`src/rtl/bus_master_port.sv`:
```
`default_nettype none
// =====================================================================
// bus_master_port : latches a command, wins the bus, then serialises
// header/write data or collects read words.            Rev 1.0
// =====================================================================
module bus_master_port #(
  parameter int SLAVE_LEN   = 2,
  parameter int ADDR_LEN    = 12,
  parameter int DATA_LEN    = 8,
  parameter int BURST_LEN   = 12,
  parameter int ACK_TIMEOUT = 255
) (
  input  logic                 clk,
  input  logic                 reset,
  input  logic [ADDR_LEN-1:0]  address,
  input  logic [DATA_LEN-1:0]  data,
  input  logic [BURST_LEN-1:0] burst_num,
  input  logic [SLAVE_LEN-1:0] slave_select_input,
  input  logic [1:0]           instruction,
  input  logic                 bus_grant,
  input  logic                 slave_ready,
  input  logic                 s_valid,
  input  logic                 s_din,
  output logic                 bus_req,
  output logic [SLAVE_LEN-1:0] slave_select,
  output logic                 m_valid,
  output logic                 m_dout,
  output logic                 tx_done,
  output logic                 new_rx,
  output logic                 rx_done,
  output logic [DATA_LEN-1:0]  new_data,
  output logic                 busy,
  output logic                 error
);

  localparam int c_HDR_LEN = 1 + ADDR_LEN + BURST_LEN;
  localparam int c_TX_LEN  = (c_HDR_LEN > DATA_LEN) ? c_HDR_LEN : DATA_LEN;
  localparam int c_MAX_CNT = (c_TX_LEN > ACK_TIMEOUT) ? c_TX_LEN : ACK_TIMEOUT;
  localparam int c_CNT_W   = $clog2(c_MAX_CNT + 1);
  localparam logic [c_CNT_W-1:0] c_HDR_LAST = c_CNT_W'(c_HDR_LEN - 1);
  localparam logic [c_CNT_W-1:0] c_BIT_LAST = c_CNT_W'(DATA_LEN - 1);
  localparam logic [c_CNT_W-1:0] c_ACK_LAST = c_CNT_W'(ACK_TIMEOUT - 1);

  typedef enum logic [2:0] {
    S_IDLE     = 3'd0,
    S_REQ      = 3'd1,
    S_HEADER   = 3'd2,
    S_WAIT_ACK = 3'd3,
    S_WRITE    = 3'd4,
    S_READ     = 3'd5
  } state_t;

  state_t               r_state, w_state_nx;
  logic                 r_instr_prev;
  logic                 r_rw, w_rw_nx;
  logic [SLAVE_LEN-1:0] r_slave, w_slave_nx;
  logic [DATA_LEN-1:0]  r_data, w_data_nx;
  logic [BURST_LEN-1:0] r_beats, w_beats_nx;
  logic [c_CNT_W-1:0]   r_cnt, w_cnt_nx;
  logic [c_TX_LEN-1:0]  r_tx, w_tx_nx;
  logic [DATA_LEN-1:0]  r_rx, w_rx_nx;
  logic [DATA_LEN-1:0]  r_new_data, w_new_data_nx;
  logic                 r_tx_done, w_tx_done_nx;
  logic                 r_new_rx, w_new_rx_nx;
  logic                 r_rx_done, w_rx_done_nx;
  logic                 r_error, w_error_nx;

  logic                 w_start;
  logic                 w_abort;
  logic                 w_beat_last;
  logic [BURST_LEN-1:0] w_beats_in;
  logic [c_HDR_LEN-1:0] w_header;
  logic [DATA_LEN-1:0]  w_rx_shift;

  assign w_start     = instruction[1] & ~r_instr_prev;
  assign w_beats_in  = (burst_num == '0) ? BURST_LEN'(1) : burst_num;
  assign w_header    = {w_beats_in, address, instruction[0]};
  assign w_beat_last = (r_beats == BURST_LEN'(1));
  // Read bits arrive LSB-first, so new bits enter at the MSB and move down.
  assign w_rx_shift  = DATA_LEN'({s_din, r_rx} >> 1);

  always_comb begin
    w_state_nx    = r_state;
    w_rw_nx       = r_rw;
    w_slave_nx    = r_slave;
    w_data_nx     = r_data;
    w_beats_nx    = r_beats;
    w_cnt_nx      = r_cnt;
    w_tx_nx       = r_tx;
    w_rx_nx       = r_rx;
    w_new_data_nx = r_new_data;
    w_tx_done_nx  = 1'b0;
    w_new_rx_nx   = 1'b0;
    w_rx_done_nx  = 1'b0;
    w_error_nx    = 1'b0;
    w_abort       = 1'b0;

    case (r_state)
      S_IDLE: begin
        if (w_start) begin
          w_rw_nx    = instruction[0];
          w_slave_nx = slave_select_input;
          w_data_nx  = data;
          w_beats_nx = w_beats_in;
          w_tx_nx    = c_TX_LEN'(w_header);
          w_cnt_nx   = '0;
          w_state_nx = S_REQ;
        end
      end
      S_REQ: begin
        if (bus_grant) begin
          w_cnt_nx   = '0;
          w_state_nx = S_HEADER;
        end
      end
      S_HEADER: begin
        if (!bus_grant) begin
          w_abort = 1'b1;
        end else if (r_cnt == c_HDR_LAST) begin
          w_cnt_nx   = '0;
          w_state_nx = S_WAIT_ACK;
        end else begin
          w_cnt_nx = r_cnt + 1'b1;
          w_tx_nx  = r_tx >> 1;
        end
      end
      S_WAIT_ACK: begin
        if (!bus_grant) begin
          w_abort = 1'b1;
        end else if (slave_ready) begin
          w_cnt_nx = '0;
          if (r_rw) begin
            w_rx_nx    = '0;
            w_state_nx = S_READ;
          end else begin
            w_tx_nx    = c_TX_LEN'(r_data);
            w_state_nx = S_WRITE;
          end
        end else if (r_cnt == c_ACK_LAST) begin
          w_abort = 1'b1;
        end else begin
          w_cnt_nx = r_cnt + 1'b1;
        end
      end
      S_WRITE: begin
        // Completing the final bit takes priority over a grant drop.
        if ((r_cnt == c_BIT_LAST) && w_beat_last) begin
          w_tx_done_nx = 1'b1;
          w_state_nx   = S_IDLE;
        end else if (!bus_grant) begin
          w_abort = 1'b1;
        end else if (r_cnt == c_BIT_LAST) begin
          w_beats_nx = r_beats - BURST_LEN'(1);
          w_cnt_nx   = '0;
          w_tx_nx    = c_TX_LEN'(r_data);
        end else begin
          w_cnt_nx = r_cnt + 1'b1;
          w_tx_nx  = r_tx >> 1;
        end
      end
      S_READ: begin
        if (s_valid && (r_cnt == c_BIT_LAST) && w_beat_last) begin
          w_new_data_nx = w_rx_shift;
          w_new_rx_nx   = 1'b1;
          w_rx_done_nx  = 1'b1;
          w_state_nx    = S_IDLE;
        end else if (!bus_grant) begin
          w_abort = 1'b1;
        end else if (s_valid) begin
          w_rx_nx = w_rx_shift;
          if (r_cnt == c_BIT_LAST) begin
            w_new_data_nx = w_rx_shift;
            w_new_rx_nx   = 1'b1;
            w_beats_nx    = r_beats - BURST_LEN'(1);
            w_cnt_nx      = '0;
          end else begin
            w_cnt_nx = r_cnt + 1'b1;
          end
        end
      end
      default: w_state_nx = S_IDLE;
    endcase

    if (w_abort) begin
      w_error_nx = 1'b1;
      w_state_nx = S_IDLE;
    end
  end

  always_ff @(posedge clk or negedge reset) begin
    if (!reset) begin
      r_state      <= S_IDLE;
      r_instr_prev <= 1'b0;
      r_rw         <= 1'b0;
      r_slave      <= '0;
      r_data       <= '0;
      r_beats      <= '0;
      r_cnt        <= '0;
      r_tx         <= '0;
      r_rx         <= '0;
      r_new_data   <= '0;
      r_tx_done    <= 1'b0;
      r_new_rx     <= 1'b0;
      r_rx_done    <= 1'b0;
      r_error      <= 1'b0;
    end else begin
      r_state      <= w_state_nx;
      r_instr_prev <= instruction[1];
      r_rw         <= w_rw_nx;
      r_slave      <= w_slave_nx;
      r_data       <= w_data_nx;
      r_beats      <= w_beats_nx;
      r_cnt        <= w_cnt_nx;
      r_tx         <= w_tx_nx;
      r_rx         <= w_rx_nx;
      r_new_data   <= w_new_data_nx;
      r_tx_done    <= w_tx_done_nx;
      r_new_rx     <= w_new_rx_nx;
      r_rx_done    <= w_rx_done_nx;
      r_error      <= w_error_nx;
    end
  end

  assign busy         = (r_state != S_IDLE);
  assign bus_req      = (r_state != S_IDLE);
  assign slave_select = ((r_state == S_IDLE) || (r_state == S_REQ)) ? '0 : r_slave;
  assign m_valid      = (r_state == S_HEADER) || (r_state == S_WRITE);
  assign m_dout       = m_valid & r_tx[0];
  assign tx_done      = r_tx_done;
  assign new_rx       = r_new_rx;
  assign rx_done      = r_rx_done;
  assign new_data     = r_new_data;
  assign error        = r_error;

endmodule
`default_nettype wire

```
`config.mk`:
```
export PLATFORM = sky130hd
export DESIGN_NAME = bus_master_port
export DESIGN_NICKNAME = d
export VERILOG_FILES = /design/src/rtl/bus_master_port.sv
export SDC_FILE = /design/constraint.sdc
export NUM_CORES = 1
export LEC_CHECK = 0
export ABC_AREA = 0
export BUFFER_PORTS_ARGS = -buffer_cell sky130_fd_sc_hd__buf_2
export CORE_ASPECT_RATIO = 1.2
export CORE_MARGIN = 2
export CORE_UTILIZATION = 49
export CTS_CLUSTER_DIAMETER = 50
export DETAILED_ROUTE_END_ITERATION = 10
export GPL_TIMING_DRIVEN = 0
export HOLD_SLACK_MARGIN = 0.06
export MAX_ROUTING_LAYER = met4
export PLACE_DENSITY = 0.72
export SYNTH_ARGS = -nofsm -noshare
export SYNTH_HDL_FRONTEND = slang
export SYNTH_SLANG_ARGS = --single-unit
```
`constraint.sdc`:
```
create_clock -name clk -period 2.3 [get_ports clk]
set_clock_uncertainty 0.1 [all_clocks]
set_input_delay 0.69 -clock clk [delete_from_list [all_inputs] [get_ports clk]]
set_output_delay 0.69 -clock clk [all_outputs]
set_load 0.01 [all_outputs]
```
# Word level (Yosys, flattened, before mapping)
# Index checks and enable logic that the tools add are counted.
# op_classes
add_sub_neg	2
n_eq_ne	31
n_mux	73
bitwise	3
reduce_logical	22
# ops
op	n
two-way mux 25 bit	8
two-way mux 8 bit	23
case mux 25 bit (4 select lines)	1
two-way mux 12 bit	8
case mux 8 bit (6 select lines)	1
case mux 12 bit (3 select lines)	1
two-way mux 3 bit	9
inequality test 3 bit, second input constant	9
inequality test 2 bit, second input constant	13
two-way mux 24 bit	1
case mux 3 bit (6 select lines)	1
two-way mux 1 bit	17
case mux 8 bit (2 select lines)	1
AND reduction 7 bit	2
== test 12 x 1 -> 1 bit, second input constant	1
logical NOT 12 bit	1
subtractor 12 x 1 -> 12 bit, second input constant	1
AND reduction 11 bit	1
AND reduction 9 bit	1
adder 8 x 1 -> 8 bit, second input constant	1
== test 8 x 3 -> 1 bit, second input constant	1
== test 8 x 5 -> 1 bit, second input constant	1
== test 8 bit, second input constant	1
AND reduction 8 bit	1
other kinds (16)	26
# word_totals
register_bits	80
inputBits	42

# Longest topological paths before layout
# Gate-level depths: netlist of run 1.
# depth
depth_word	7
mapped_depth	10
depth_no_buf	7

# Worst setup path after synthesis of run 1
# Ideal clock, no wire load.
# synth_timing
kind	register -> register
startpoint	register r_cnt[1]
endpoint	register r_cnt[0]
arrival_ns	2.168
path_slack_ns	-0.047
path_stages_with_launch	11
n_path_buf	4
synth_period_minus_slack_ns	2.347
cell_sequence	dfrtp_1 ha_1 and2_4 buf_6 and3_4 buf_6 and4_4 buf_6 or4b_1 buf_2 mux2i_1
# synth_via
elab_chain_cells	6
# synth_rtl
element	line	rtl
start, declared	59	logic [c_CNT_W-1:0] r_cnt, w_cnt_nx;
start signal, assigned	213	r_cnt <= w_cnt_nx;
== test 8 x 3 -> 1 bit	-	
two-way mux 8 bit	152, 171	
two-way mux 8 bit	169	end else if (s_valid) begin
two-way mux 8 bit	167	end else if (!bus_grant) begin
two-way mux 8 bit	162	if (s_valid && (r_cnt == c_BIT_LAST) && w_beat_last) begin
case mux 8 bit (6 select lines)	98	case (r_state)
# Several ways; a longest one is shown, not always the timed one. The select of a mux whose other input is x is not followed.
# A chain may end at the register's enable or synchronous reset.

# Worst setup path after layout of run 1
# layout_timing
startpoint	register r_state[1]
endpoint	output busy
# layout_via
elab_chain_cells	1
# layout_rtl
element	line	rtl
start, declared	53	state_t r_state, w_state_nx;
start signal, assigned	207	r_state <= w_state_nx;
nonzero test 3 bit	224	assign busy = (r_state != S_IDLE);
end, declared	32	output logic busy,
# Every way passes these cells.

==> results.cfg, run 1 <==
[placement]
placed_cells = 605
dpl_cell_area_um2 = 4848
dp_slack_ns = -0.3339
hpwlAfterDp_mm = 7.468
port_buffers = 59
gp_congestion = 0.9075

[floorplanning]
ios = 60
initial_core_util_pct = 50.73
die_area_um2 = 9689
num_rows = 37
die_w_um = 90.19
core_um2 = 8611
fp.dieH_um = 107.4

[setup_path]
cp_slowest_cell = dfrtp_1
path_common_cell = buf_6
worstPathRequired_ns = 1.51
cp.arrival_ns = 1.56
start_kind = register
critical-path-max-stage-delay_ns = 0.41
critPathMaxFanout = 3
critPathKind = reg -> out
worstPathCellList = buf_6, buf_6, buf_6, nor3_4, inv_2, buf_6, buf_6
cp-end-kind = output pin

[pwr]
power.total_uw = 7008
power-per-cell-area_nw_per_um2 = 1251
p_leak_uw = 0.002507
vdd_ir_drop_max_mv = 0.8106

[clock_network]
clk_pin_slew_worst_paths_ns = 0.08
postCtsHoldBufs = 0
cts_made_buffers = 9
cts_sinks = 79
cts.path.max_buffers = 2
clkLatencyLatePin_ns = 0.37
cts_tree = yes
cts_root_buf = clkbuf_8
cts_max_level = 3

[finish]
final_cell_mix = 78 x dfrtp_1, 57 x buf_2, 38 x mux2_2, 37 x buf_4, 31 x nand2_1
design_area_um2 = 5604
area_growth_pct = 28.30
fin_nets = 577
layout_commonest_cell = dfrtp_1
antenna_cells = 0
layout-drive-gt1-share_pct = 38.13
instances_no_fill = 652

[routing]
dr.pass1.iters = 7
drtIter0Drc = 348
wl_mm = 11.65
vias = 3995
antenna_left = 0
drc = 0
viasPerCell = 6.127
wire_per_inst_um = 17.87

[sta]
setup_viol = 2
period_minus_slack_ns = 2.352
timing.fmax_mhz = 425.2
tightest_slew_ns = 0.7177
fin_setup_tns_ns = -0.07800
finalMaxSlewViolations = 0
grt_setup_unrepaired = true
setup_ws_ns = -0.05197
max-slew-margin-rel_pct = 51.97
final_hold_viol_count = 0
finalCritPeriodShare_pct = 102.3

[global_route]
grt_overflow = 0
grt_pass1_vias = 3901
grt_pass1_wl_mm = 18.51
antenna_found_initial = 0
grt_max_degree = 52
track_usage_pct = 24.41

[outcome]
violations = negative setup slack
outcome = finished with violations

[min_path]
worstHoldPathType = in -> async

[yosys]
netlist_area_um2 = 4368
synth-edff-count = 0
yosysWarnings = 0
ys_ff_latch = 79
syn_avg_cell_area_um2 = 10.21
synth_nets = 475
yosysSeqAreaShare_pct = 45.26
yosysUniqueCellTypes = 54
synthFlopType = dfrtp_1
synth_cells = 428
async_reset_ff_share_pct = 100.0

[job]
maxCapViolations = 0
## sequential cells by signal, indices dropped and copies added, names as in the netlist
name          count
r_slave           2
rx_done           1
new_data          8
error             1
tx_done           1
r_tx             25
r_instr_prev      1
r_state           3
r_rx              7
r_rw              1
r_data            8
r_beats          12
new_rx            1
r_cnt             8
## final timing paths
path                                          endpoint  depth (start not counted)  slack (ns)                   start
worst max-delay path                              busy                          7       -0.05  r_state[1]$_DFFE_PN0P_
worst min-delay path              r_cnt[3]$_DFFE_PN0P_                          1        0.14                   reset
worst max register to register  r_state[1]$_DFFE_PN0P_                          7        0.04  r_state[2]$_DFFE_PN0P_
worst min register to register    r_tx[18]$_DFFE_PN0P_                          1        0.39    r_tx[18]$_DFFE_PN0P_
max in group asynchronous       r_beats[4]$_DFFE_PN0P_                          2        1.38                   reset
min in group clk                r_instr_prev$_DFF_PN0_                          1        0.34          instruction[1]
## metrics by stage
stage	utilization, %	hold slack [ns]
after floorplan	-	0.2944
after detailed placement	56.31	0.3780
after global routing	65.08	0.1627
after global placement	55.96	0.3684
final	65.08	0.1385
after CTS	62.90	0.1594
## kinds of logic after synthesis
kind of cell | after synthesis | synth area share, %
flip-flops | 79 | 45.26
adder cells (fa/ha/maj) | 5 | 1.432
AO/OA/AOI/OAI | 117 | 19.39
buffers and inverters | 49 | 5.270
multiplexers | 49 | 12.46
AND/OR/NAND/NOR | 129 | 16.18
## area by class of cell
class                           instances  area (um2)
Clock buffer                           10       137.6
Multi-Input combinational cell        300        2323
Clock inverter                          6       91.34
Timing Repair Buffer                  101       670.6
Fill cell                             706        3007
Buffer                                 22       190.2
Sequential cell                        79        1978
Inverter                               17       66.31
Tap cell                              117       146.4
## what timing repair did
action	CTS	global route
pin swaps	7	8
endpoints found under the setup margin	74	49
setup buffers	17	25
resized for setup	63	30
## power breakdown
part | total (uW) | internal, uW | switching (uW)
Sequential | 2260 | 1870 | 388
Clock | 1180 | 646 | 539
Combinational | 3560 | 1850 | 1710
## worst max-delay path, delay by kind of cell, from the launching register on
| kind | cells | cell delay [ns] |
|---|---|---|
| flops | 1 | 0.41 |
| simple gates | 1 | 0.14 |
| buf+inv | 6 | 0.67 |
## cell usage after synthesis (2+ instances only)
library cell / instances / area (um2)
and2_1: 2 / 12.51
a31oi_1: 13 / 81.33
inv_1: 17 / 63.81
buf_4: 2 / 15.01
nor2_1: 15 / 56.30
o211ai_1: 3 / 22.52
and3_1: 4 / 25.02
or2_2: 2 / 12.51
o21ai_0: 10 / 50.05
nand2_1: 32 / 120.1
a2bb2oi_1: 2 / 17.52
a2111oi_0: 5 / 43.79
buf_1: 3 / 11.26
dfrtp_1: 79 / 1977
or3_1: 5 / 31.28
nand3_1: 19 / 95.09
mux2i_1: 6 / 60.06
a22oi_1: 2 / 15.01
mux2_1: 5 / 56.30
nor4_1: 5 / 31.28
o2bb2ai_1: 11 / 96.34
a22o_1: 24 / 210.2
ha_1: 5 / 62.56
a221oi_1: 8 / 70.07
nand2b_1: 6 / 37.54
mux2_2: 38 / 427.9
nand3b_1: 9 / 67.56
buf_2: 7 / 35.03
nor3_1: 11 / 55.05
o31ai_1: 4 / 30.03
o22ai_1: 7 / 43.79
a21oi_1: 21 / 105.1
buf_6: 4 / 45.04
o21a_1: 2 / 15.01
and4_1: 2 / 17.52
clkbuf_1: 16 / 60.06
nor2b_1: 2 / 12.51
nand4_1: 4 / 25.02
## metal layers
layer	track usage, %	vias up	part of all wire (%)
met5	-	-	0
met4	10.66	0	3.1
met3	4.202	42	6.2
met2	41.03	175	50
met1	29.19	1961	40
li1	-	1817	-
Power figures use the tool's default switching activity.
==> run 2: changes to the inputs <==
--- a/config.mk
+++ b/config.mk
@@ -16,6 +16,8 @@
 export HOLD_SLACK_MARGIN = 0.06
 export MAX_ROUTING_LAYER = met4
 export PLACE_DENSITY = 0.72
+export REMOVE_ABC_BUFFERS = 1
 export SYNTH_ARGS = -nofsm -noshare
 export SYNTH_HDL_FRONTEND = slang
 export SYNTH_SLANG_ARGS = --single-unit
+export TNS_END_PERCENT = 10
==> run 2 against run 1 <==
The flow still finishes with violations (negative setup slack). Die area unchanged. Sequential power increased by 5%. Via count decreased by 4.6%. Core utilization decreased by 5.1 points. Register-to-register slack got worse by 0.03 ns. Combinational power decreased by 21%. Count of clock-buffer cells in the layout increased by 1. Cell area decreased by 7.8%. Non-clock buffer count decreased by 50. Critical path type unchanged.
==> results.cfg, run 2 (same netlist as run 1, synthesis figures left out) <==
[outcome]
outcome = finished with violations
violations = negative setup slack

[setup_path]
path_buf_inv = 1
critical-path-max-stage-delay_ns = 0.56
worstPathCellList = nand2b_4, a21oi_2, and2_1, buf_2
critPathTopFamily = flip-flops
r2r_setup_slack_ns = 0.01
start_kind = register
cp-end-kind = output pin
critPathKind = reg -> out
cp_slowest_cell = dfrtp_4
cp.arrival_ns = 1.55
critPathMaxFanout = 9
worstPathRequired_ns = 1.51

[finish]
area_growth_pct = 18.30
design_area_um2 = 5167
fin_nets = 528
antenna_cells = 0
final_util_pct = 60.01
max_flop_register = r_tx
layout-drive-gt1-share_pct = 33.13
largest_reg_flops = 25
final_cell_mix = 76 x dfrtp_1, 58 x buf_2, 38 x mux2_2, 30 x nand2_1, 23 x a22o_1
layout_commonest_cell = dfrtp_1
largest_registers = r_tx x25, r_beats x12

[clock_network]
postCtsHoldBufs = 0
cts.path.max_buffers = 2
cts_root_buf = clkbuf_8
cts_made_buffers = 9
cts_sinks = 79
cts_max_level = 3
clkLatencyLatePin_ns = 0.36
cts_tree = yes
clk_pin_slew_worst_paths_ns = 0.09

[routing]
antenna_left = 0
drc = 0
viasPerCell = 6.320
vias = 3811
drtIter0Drc = 355
wl_mm = 10.95
wire_per_inst_um = 18.15
dr.pass1.iters = 5

[floorplanning]
ios = 60
core_um2 = 8611
fp.dieH_um = 107.4
die_w_um = 90.19
die_area_um2 = 9689
num_rows = 37
initial_core_util_pct = 50.73

[global_route]
grt_pass1_vias = 3763
antenna_found_initial = 0
grt_max_degree = 67
grt_pass1_wl_mm = 18.13
grt_overflow = 0
track_usage_pct = 23.72

[sta]
grt_setup_unrepaired = true
period_minus_slack_ns = 2.343
finalCritPeriodShare_pct = 101.9
setup_viol = 3
timing.fmax_mhz = 426.8
finalMaxSlewViolations = 0
max-slew-margin-rel_pct = 54.38
setup_ws_ns = -0.04298
tightest_slew_ns = 0.6818
final_hold_viol_count = 0
hold_ws_ns = 0.07140

[pwr]
power.total_uw = 6286
p_leak_uw = 0.002229
vdd_ir_drop_max_mv = 0.6971
power-per-cell-area_nw_per_um2 = 1216

[placement]
dp_slack_ns = -1.374
gp_congestion = 0.8176
hpwlAfterDp_mm = 6.996
dpl_cell_area_um2 = 4673
port_buffers = 59

[min_path]
worstHoldPathType = in -> async

[job]
maxCapViolations = 0
run 2: layout make-up:
class	count	area [um2]
inverters	17	63.81
well taps	117	146.4
multi-input cells	301	2328
clock inverters	5	63.81
flip-flops and latches	79	1988
clock buffers	11	141.4
repair buffers	73	435.4
fillers	770	3443
run 2: path summary, 6_finish.rpt:
path | start | end | depth (start not counted)
max in group asynchronous | reset | r_instr_prev$_DFF_PN0_ | 2
max | r_state[1]$_DFFE_PN0P_ | m_dout | 4
min in group clk | instruction[1] | r_instr_prev$_DFF_PN0_ | 1
max reg2reg | r_state[0]$_DFFE_PN0P_ | r_cnt[0]$_DFFE_PN0P_ | 5
min | reset | r_beats[2]$_DFFE_PN0P_ | 1
min reg2reg | new_data[2]$_DFFE_PN0P_ | new_data[2]$_DFFE_PN0P_ | 1
run 2: repair_timing:
item,CTS,global route
cloned,1,0
hold endpoints to repair,0,0
buffers inserted,11,2
pin swaps,2,0
resized for setup,25,19
setup endpoints to repair,80,64
run 2: metal layers:
| metal | wire length [um] | up-vias | GRT usage [%] |
|---|---|---|---|
| li1 | - | 1715 | - |
| met1 | 4649 | 1900 | 30.77 |
| met2 | 5367 | 172 | 38.08 |
| met3 | 722 | 24 | 3.992 |
| met4 | 208 | 0 | 8.352 |
| met5 | 0 | - | - |
run 2: report_power, final:
group / leakage [uW] / switching (uW) / total [uW] / internal, uW
clock: 0.000101 / 550 / 1090 / 542
sequential: 0.00100 / 487 / 2370 / 1880
combinational: 0.00113 / 1440 / 2820 / 1380
run 2: through the flow:
stage / TNS, ns / cells
6_report: -0.05379 / 603
5_1_grt: -0.6094 / 603
4_1_cts: -0.2489 / 601
3_5_place_dp: -69.21 / 573
3_3_place_gp: -82.53 / 572
2_1_floorplan: -18.15 / 396
